### src/rtl/jtopl_eg_pkg.sv
// Shared types and helpers for the OPL envelope generator: per-slot phase
// encoding, step pattern bytes and the effective-rate calculation.
package jtopl_eg_pkg;

    typedef enum logic [1:0] {
        ATTACK  = 2'd0,
        DECAY   = 2'd1,
        SUSTAIN = 2'd2,
        RELEASE = 2'd3
    } eg_state_t;

    localparam logic [7:0] STEP_PAT0 = 8'b10101010;
    localparam logic [7:0] STEP_PAT1 = 8'b11101010;
    localparam logic [7:0] STEP_PAT2 = 8'b11101110;
    localparam logic [7:0] STEP_PAT3 = 8'b11111110;

    function automatic logic [7:0] step_pattern(input logic [1:0] sel);
        logic [7:0] pat;
        unique case (sel)
            2'd0: pat = STEP_PAT0;
            2'd1: pat = STEP_PAT1;
            2'd2: pat = STEP_PAT2;
            2'd3: pat = STEP_PAT3;
        endcase
        return pat;
    endfunction

    // Rate 0 stays 0 (frozen); otherwise 4*R + ks, saturated to 63.
    function automatic logic [5:0] rate_eff(input logic [3:0] r, input logic [3:0] ks);
        logic [6:0] sum;
        sum = {1'b0, r, 2'b00} + {3'b000, ks};
        if (r == 4'd0) return 6'd0;
        return (sum > 7'd63) ? 6'd63 : sum[5:0];
    endfunction

endpackage

### src/rtl/jtopl_eg_calc.sv
// Combinational envelope arithmetic: one attack/decay/release step applied
// to a slot's attenuation for a given effective rate and step bit.
module jtopl_eg_calc
    import jtopl_eg_pkg::*;
#(
    parameter int EGW = 10
) (
    input  eg_state_t        state,
    input  logic             step,
    input  logic [5:0]       rate,
    input  logic [EGW-1:0]   eg_in,
    output logic [EGW-1:0]   eg_next
);

    logic [3:0]     rh;
    logic [EGW:0]   base;
    logic [EGW+1:0] dec;
    logic [3:0]     inc;
    logic [EGW:0]   sum;

    always_comb begin
        rh = rate[5:2];

        case (rh)
            4'd13:        base = ({1'b0, eg_in} >> (EGW-7)) + (EGW+1)'(1);
            4'd14, 4'd15: base = ({1'b0, eg_in} >> (EGW-8)) + (EGW+1)'(1);
            default:      base = ({1'b0, eg_in} >> (EGW-6)) + (EGW+1)'(1);
        endcase

        if (rh > 4'd11)
            dec = step ? {base, 1'b0} : {1'b0, base};
        else if (rh == 4'd11)
            dec = step ? {base, 1'b0} : '0;
        else
            dec = step ? {1'b0, base} : '0;

        case (rh)
            4'd12:   inc = step ? 4'd2 : 4'd1;
            4'd13:   inc = step ? 4'd4 : 4'd2;
            4'd14:   inc = step ? 4'd8 : 4'd4;
            4'd15:   inc = 4'd8;
            default: inc = step ? 4'd2 : 4'd0;
        endcase
        sum = {1'b0, eg_in} + {{(EGW-3){1'b0}}, inc};

        eg_next = eg_in;
        if (rate != 6'd0) begin
            unique case (state)
                ATTACK: begin
                    if (rate[5:1] == 5'h1f || dec >= {2'b00, eg_in})
                        eg_next = '0;
                    else
                        eg_next = eg_in - dec[EGW-1:0];
                end
                DECAY, RELEASE: eg_next = sum[EGW] ? '1 : sum[EGW-1:0];
                SUSTAIN:        eg_next = eg_in;
            endcase
        end
    end

endmodule

### src/rtl/jtopl_eg_mslot.sv
// Time-multiplexed envelope generator: visits one slot per cen, updates its
// ADSR phase and attenuation, and registers the result with its slot index.
module jtopl_eg_mslot
    import jtopl_eg_pkg::*;
#(
    parameter int EGW   = 10,
    parameter int SLOTS = 18,
    parameter int CNTW  = 15
) (
    input  logic                      rst,
    input  logic                      clk,
    input  logic                      cen,
    input  logic                      keyon,
    input  logic [3:0]                ar,
    input  logic [3:0]                dr,
    input  logic [3:0]                rr,
    input  logic [3:0]                sl,
    input  logic [3:0]                ks,
    output logic [$clog2(SLOTS)-1:0]  slot_cnt,
    output logic [EGW-1:0]            eg_out,
    output logic [$clog2(SLOTS)-1:0]  out_slot
);

    localparam int SW = $clog2(SLOTS);
    localparam logic [SW-1:0] LAST_SLOT = SW'(SLOTS-1);

    logic [EGW-1:0] eg_mem  [SLOTS];
    eg_state_t      st_mem  [SLOTS];
    logic           kon_mem [SLOTS];
    logic [CNTW-1:0] eg_cnt;

    logic [EGW-1:0] cur_eg, eg_new, sl_thr;
    eg_state_t      cur_st, eff_st, nxt_st;
    logic           cur_kon, rise, gate, step;
    logic [3:0]     sel_rate, rh, shamt;
    logic [5:0]     rate, calc_rate;
    logic [7:0]     pat;
    logic [2:0]     idx;
    logic [CNTW-1:0] mask;

    // A rising keyon enters ATTACK and is processed with attack arithmetic
    // in the same visit; that is what lets a fast attack land in DECAY at once.
    always_comb begin
        cur_eg  = eg_mem[slot_cnt];
        cur_st  = st_mem[slot_cnt];
        cur_kon = kon_mem[slot_cnt];
        rise    = keyon & ~cur_kon;
        eff_st  = rise ? ATTACK : (!keyon ? RELEASE : cur_st);

        unique case (eff_st)
            ATTACK:  sel_rate = ar;
            DECAY:   sel_rate = dr;
            SUSTAIN: sel_rate = 4'd0;
            RELEASE: sel_rate = rr;
        endcase
        rate  = rate_eff(sel_rate, ks);
        rh    = rate[5:2];
        shamt = 4'd11 - rh;
        mask  = (CNTW'(1) << shamt) - CNTW'(1);
        pat   = step_pattern(rate[1:0]);
        if (rh >= 4'd12) begin
            gate = 1'b1;
            idx  = eg_cnt[2:0];
        end else begin
            gate = (eg_cnt & mask) == '0;
            idx  = 3'(eg_cnt >> shamt);
        end
        step      = pat[idx];
        calc_rate = gate ? rate : '0;
    end

    jtopl_eg_calc #(.EGW(EGW)) u_calc (
        .state   (eff_st),
        .step    (step),
        .rate    (calc_rate),
        .eg_in   (cur_eg),
        .eg_next (eg_new)
    );

    always_comb begin
        sl_thr = (sl == 4'hf) ? '1 : {sl, {(EGW-4){1'b0}}};
        nxt_st = eff_st;
        if (eff_st == ATTACK && eg_new == '0)
            nxt_st = DECAY;
        else if (eff_st == DECAY && eg_new >= sl_thr)
            nxt_st = SUSTAIN;
    end

    always_ff @(posedge clk or posedge rst) begin
        if (rst) begin
            for (int unsigned i = 0; i < SLOTS; i++) begin
                eg_mem[SW'(i)]  <= '1;
                st_mem[SW'(i)]  <= RELEASE;
                kon_mem[SW'(i)] <= 1'b0;
            end
            slot_cnt <= '0;
            out_slot <= '0;
            eg_out   <= '1;
            eg_cnt   <= '0;
        end else if (cen) begin
            eg_mem[slot_cnt]  <= eg_new;
            st_mem[slot_cnt]  <= nxt_st;
            kon_mem[slot_cnt] <= keyon;
            eg_out            <= eg_new;
            out_slot          <= slot_cnt;
            if (slot_cnt == LAST_SLOT) begin
                slot_cnt <= '0;
                eg_cnt   <= eg_cnt + CNTW'(1);
            end else begin
                slot_cnt <= slot_cnt + SW'(1);
            end
        end
    end

endmodule

### config.mk
export PLATFORM = sky130hd
export DESIGN_NAME = jtopl_eg_mslot
export DESIGN_NICKNAME = d
export VERILOG_FILES = /design/src/rtl/jtopl_eg_pkg.sv /design/src/rtl/jtopl_eg_calc.sv /design/src/rtl/jtopl_eg_mslot.sv
export SDC_FILE = /design/constraint.sdc
export NUM_CORES = 1
export LEC_CHECK = 0
export ABC_CLOCK_PERIOD_IN_PS = 17100
export CORE_AREA = 2 2 273 140
export DETAILED_ROUTE_END_ITERATION = 8
export DIE_AREA = 0 0 275 142
export SKIP_CTS_REPAIR_TIMING = 1
export SLEW_MARGIN = 20
export SYNTH_ARGS = -nofsm -noshare
export SYNTH_HDL_FRONTEND = slang
export SYNTH_SLANG_ARGS = --single-unit
### constraint.sdc
create_clock -name clk -period 17.1 [get_ports clk]
set_input_delay 4.275 -clock clk [delete_from_list [all_inputs] [get_ports clk]]
set_output_delay 4.275 -clock clk [all_outputs]
set_load 0.05 [all_outputs]
==> run_results.csv, run 1 <==
group,metric,value,unit
synthesis,synthXorXnorAreaFrac,2.14,%
global_route,grt_pass1_wl,76.2,mm
setup_path,cp.arrival,16.47,ns
setup_path,r2r_cells,56,
place,hpwl,34.8,mm
global_route,gr-total-overflow,0,
setup_path,crit_path_end_kind,"flip-flop",
synthesis,syn_area,16300,µm²
cts,clk_pin_slew_worst_paths,0.07,ns
synthesis,yosys_warnings,0,
min_path,hold_class,"flip-flop to flip-flop",
setup_path,cp-start-kind,"input pin",
timing,fmax,0.0624,GHz
finish,final_common_cell,"nand2_1",
cts,cts_root_buffer,"clkbuf_16",
synthesis,async_flop_share,100,%
run,maxCapViolCount,0,
route,drc,0,
setup_path,crit_top_cell,"a21o_1",
cts,clock_latency,0.56,ns
global_route,grt_antenna_before_repair,0,
cts,cts_tree,"yes",
floorplanning,io_pins,44,
cts,numClockSinks,269,
finish,fin_util,49.1,%
route,detail-route-antenna-nets,0,
setup_path,worstPathMaxFanout,20,
floorplanning,dieArea,39100,µm²
cts,h-tree-depth,1,
min_path,hold_depth,2,
route,wl_per_cell,23.7,µm
timing,rsz0062_at_grt,"false",
place,gp_congestion,1.03,
floorplanning,coreArea,36800,µm²
timing,tns,0,ns
synthesis,synthAdderAreaFrac,4.01,%
route,viasPerCell,6.16,
synthesis,synth-compound-area-share,18.1,%
finish,drive_gt1_share,32.6,%
route,drt_iter0_drc,1458,
run_status,outcome,"completed",
timing,worstMarginPinSlew,1.15,ns
timing,slew_viol_final,0,
synthesis,synth-simple-area-share,12.5,%
floorplanning,initial_utilization,44.4,%
finish,diodes,0,
finish,nNetsFinal,1646,
global_route,first_global_vias,12104,
synthesis,yosys_most_used_dff,"dfstp_2",
synthesis,synthCells,1587,
finish,area_growth,10.6,%
synthesis,mappedNetlistNets,1660,
route,vias,12852,
global_route,grt_usage,25.7,%
timing,layout_worst_path_cycle_share,93.7,%
floorplanning,rows,50,
synthesis,synth_top_family_by_area,"compound AO/OA/AOI/OAI gates",
timing,max_slew_margin,23.3,%
global_route,grt_start_max_net_pins,116,
timing,hold_viol_final,0,
setup_path,crit_required,17.55,ns
cts,numCtsBuffers,26,
synthesis,synth-edff-count,0,
timing,setup_viol,0,
floorplanning,fp.dieH,142,µm
synthesis,synth-seq-cells,269,
setup_path,cpPeakStageDelay,0.65,ns
route,totalWireLength,49.4,mm
route,drtPass1Iterations,5,
setup_path,worst_path_max_delay_cell,"clkdlybuf4s50_1",
synthesis,ys_seq_area_share,42.9,%
synthesis,syn_area_per_cell,10.3,µm²
synthesis,synth_mux_area_share,15.8,%
cts,clockBufferDepth,3,
setup_path,ff2ff_setup_slack,3.93,ns
synthesis,ys_types,104,
timing,clock-skew-final,0.0223,ns
setup_path,path_class,"input pin to flip-flop",
finish,final_cell_mix,"236 x nand2_1, 226 x dfstp_2, 161 x o21ai_0, 105 x mux2_2, 71 x nor2_1",
place,io_buffers,43,
timing,period_minus_slack,16.03,ns
floorplanning,die_w,275,µm
## per-stage QoR
step                      hold WS (ns)  setup slack, ns  cell area (µm²)  cells
after floorplan                  0.437             1.99            16300   1587
after global placement           0.446            0.814            17100   2039
after detailed placement         0.448            0.575            17100   2039
after CTS                        0.459             1.12            18100   2087
after global routing             0.469            0.125            18100   2087
final                            0.458             1.07            18100   2087
## registers in the layout (all words and copies together) (netlist names)
name and cells:
st_mem 36, out_slot 5, slot_cnt 5, eg_mem 180, kon_mem 18, eg_out 10, eg_cnt 15
## cell type report
class / instances / area (µm²)
clock buffer: 35 / 758
clock inverter: 13 / 178
fill: 3345 / 18700
inverter: 46 / 180
multi-input combinational: 1150 / 8610
sequential: 269 / 7020
tap: 494 / 618
timing repair buffer: 80 / 707
## per-layer routing
layer,global-route usage [%],vias to the layer above,wire length (µm)
met1,43.4,6460,25200
met5,0,-,0
met3,7.27,56,5620
met2,31.2,607,17900
li1,-,5729,-
met4,4.21,0,719
## cells in the mapped netlist, types with 13 or more instances
master,number,area [µm²]
a21oi_1,50,250
xor2_1,13,114
dfstp_2,226,5940
ha_1,46,576
nor2_1,71,267
o21ai_0,162,811
mux2_2,105,1180
a22oi_1,41,308
dfrtp_1,43,1080
inv_1,44,165
mux4_2,43,968
nand3_1,36,180
a21o_1,21,158
nand2_1,237,890
xnor2_1,27,236
nor3_1,20,100
mux2i_1,36,360
clkbuf_1,87,327
## path summary, 6_finish.rpt
| check | start | endpoint |
|---|---|---|
| max | keyon | st_mem[4]$_DFFE_PP1P_ |
| min | eg_mem[2]$_DFFE_PP1P_ | eg_mem[2]$_DFFE_PP1P_ |
| max reg2reg | slot_cnt[0]$_DFFE_PP0P_ | st_mem[4]$_DFFE_PP1P_ |
| min reg2reg | eg_mem[2]$_DFFE_PP1P_ | eg_mem[2]$_DFFE_PP1P_ |
| max in group asynchronous | rst | out_slot[4]$_DFFE_PP0P_ |
| min in group asynchronous | rst | slot_cnt[3]$_DFFE_PP0P_ |
## critical path: cells and delay by family
family | cells | cell delay (ns)
compound gates | 28 | 6.14
simple gates | 16 | 2.54
fa+ha+maj | 5 | 1.77
buf+inv | 7 | 1.69
## kinds of logic after synthesis
logic type	Yosys count
mux	187
flops	269
buf+inv	168
xor+xnor	40
compound gates	421
simple gates	451
fa+ha+maj	51
Power of run 1 is left out: the tool's default activity adds up to more than one toggle a clock period on the data nets, which glitch-free logic cannot reach.
==> run 2: changes to the inputs <==
--- a/config.mk
+++ b/config.mk
@@ -9,6 +9,7 @@
 export CORE_AREA = 2 2 273 140
 export DETAILED_ROUTE_END_ITERATION = 8
 export DIE_AREA = 0 0 275 142
+export PLACE_DENSITY = 0.63
 export SKIP_CTS_REPAIR_TIMING = 1
 export SLEW_MARGIN = 20
 export SYNTH_ARGS = -nofsm -noshare
==> run 2 against run 1 <==
Net effect:
- clock-buffer cell count is 5 higher
- final cell count is 0.19% higher
- worst setup slack worse by 0.098 ns
- global-route usage is 0.68 points higher
- clock skew is 0.00096 ns lower
- worst hold slack better by 0.0013 ns
- critical path type unchanged
- highest routed layer unchanged
- critical path depth is 1 lower
- cell area is 0.47% lower
- via count is 0.33% lower
- first-iteration DRC count is 7.5% higher
==> run_results.csv, run 2 (same netlist as run 1, synthesis figures left out) <==
group,metric,value,unit
run_status,outcome,"completed",
finish,fin_util,48.9,%
global_route,grt_start_max_net_pins,123,
global_route,grt_antenna_before_repair,0,
finish,top_regs,"eg_mem (180), st_mem (36), kon_mem (18)",
timing,hold_viol_final,0,
global_route,grt_pass1_wl,77.6,mm
cts,numClockSinks,269,
floorplanning,die_w,275,µm
floorplanning,dieArea,39100,µm²
route,wl_met2,18.3,mm
finish,nNetsFinal,1650,
route,wl_met1,25.6,mm
finish,top_register,"eg_mem",
global_route,gr-total-overflow,0,
timing,setup_viol,0,
finish,final_common_cell,"nand2_1",
setup_path,crit_required,17.53,ns
timing,rsz0062_at_grt,"false",
floorplanning,fp.dieH,142,µm
place,io_buffers,43,
cts,h-tree-depth,1,
finish,area_growth,10.1,%
place,hpwl,36.3,mm
route,viasPerCell,6.13,
floorplanning,io_pins,44,
global_route,grt_usage,26.3,%
cts,cts_root_buffer,"clkbuf_16",
setup_path,crit_path_end_kind,"flip-flop",
cts,clk_pin_slew_worst_paths,0.07,ns
route,wl_met3,6.17,mm
timing,period_minus_slack,16.12,ns
timing,slew_viol_final,0,
floorplanning,coreArea,36800,µm²
finish,final_cell_mix,"236 x nand2_1, 226 x dfstp_2, 160 x o21ai_0, 105 x mux2_2, 71 x nor2_1",
timing,clock-skew-final,0.0213,ns
cts,clock_latency,0.56,ns
floorplanning,rows,50,
setup_path,cp-start-kind,"input pin",
finish,drive_gt1_share,32.4,%
timing,max_slew_margin,24.0,%
floorplanning,initial_utilization,44.4,%
route,detail-route-antenna-nets,0,
route,drt_iter0_drc,1568,
setup_path,cp.arrival,16.56,ns
timing,whs,0.459,ns
setup_path,crit_top_cell,"a21oi_1",
setup_path,path_class,"input pin to flip-flop",
route,drtPass1Iterations,6,
route,totalWireLength,50.7,mm
timing,layout_worst_path_cycle_share,94.3,%
cts,numCtsBuffers,26,
route,wl_per_cell,24.2,µm
global_route,first_global_vias,12198,
cts,cts_tree,"yes",
cts,clockBufferDepth,3,
setup_path,worst_path_max_delay_cell,"clkdlybuf4s50_1",
run,maxCapViolCount,0,
finish,largest_reg_flops,180,
route,vias,12809,
setup_path,worstPathMaxFanout,19,
route,drc,0,
place,gp_congestion,1.01,
min_path,hold_class,"flip-flop to flip-flop",
timing,worstMarginPinSlew,1.14,ns
setup_path,cpPeakStageDelay,0.71,ns
timing,fmax,0.0620,GHz
route,highest_layer,"met4",
timing,tns,0,ns
-- run 2: layout make-up --
cell class                      count  area [µm²]
Antenna cell                        1        2.50
Clock buffer                       40         744
Clock inverter                      7        65.1
Fill cell                        3345       18800
Inverter                           46         180
Multi-Input combinational cell   1150        8620
Sequential cell                   269        7020
Tap cell                          494         618
Timing Repair Buffer               84         738
-- run 2: stage by stage --
| stage | instances | instance area (µm²) | setup slack, ns |
|---|---|---|---|
| 2_1_floorplan | 1587 | 16300 | 1.99 |
| 3_3_place_gp | 2043 | 17200 | 0.883 |
| 3_5_place_dp | 2043 | 17200 | 0.792 |
| 4_1_cts | 2090 | 18000 | 1.35 |
| 5_1_grt | 2090 | 18000 | 0.216 |
| 6_report | 2091 | 18000 | 0.976 |
-- run 2: worst paths after layout --
path | end | start | cells past startpoint | slack (ns)
worst max register to register | st_mem[12]$_DFFE_PP1P_ | slot_cnt[1]$_DFFE_PP0P_ | 56 | 3.52
worst min-delay path | eg_mem[67]$_DFFE_PP1P_ | eg_mem[67]$_DFFE_PP1P_ | 2 | 0.46
worst max-delay path | st_mem[12]$_DFFE_PP1P_ | keyon | 55 | 0.98
min in group asynchronous | kon_mem[5]$_DFFE_PP0P_ | rst | 2 | 4.32
max in group asynchronous | out_slot[3]$_DFFE_PP0P_ | rst | 4 | 10.38
worst min register to register | eg_mem[67]$_DFFE_PP1P_ | eg_mem[67]$_DFFE_PP1P_ | 2 | 0.46
-- run 2: worst max-delay path: cells and delay by family --
kind | cells | cell delay, ns
AO/OA/AOI/OAI | 26 | 6.23
AND/OR/NAND/NOR | 17 | 2.69
buffers and inverters | 7 | 1.88
adder cells (fa/ha/maj) | 5 | 1.47
-- run 2: per-layer routing --
layer / vias up / global-route usage, %
met5: - / 0
met4: 0 / 3.67
met3: 40 / 9.63
met2: 585 / 32.1
met1: 6445 / 43.4
li1: 5739 / -
Power of run 2 is left out for the same reason.
==> run 3: changes to the inputs <==
--- a/config.mk
+++ b/config.mk
@@ -10,6 +10,7 @@
 export DETAILED_ROUTE_END_ITERATION = 8
 export DIE_AREA = 0 0 275 142
 export PLACE_DENSITY = 0.63
+export SETUP_SLACK_MARGIN = 0.05
 export SKIP_CTS_REPAIR_TIMING = 1
 export SLEW_MARGIN = 20
 export SYNTH_ARGS = -nofsm -noshare
==> results of run 3 <==
Final layout, timing and power as in run 2 (identical DEF).
Power of run 3 is left out for the same reason.
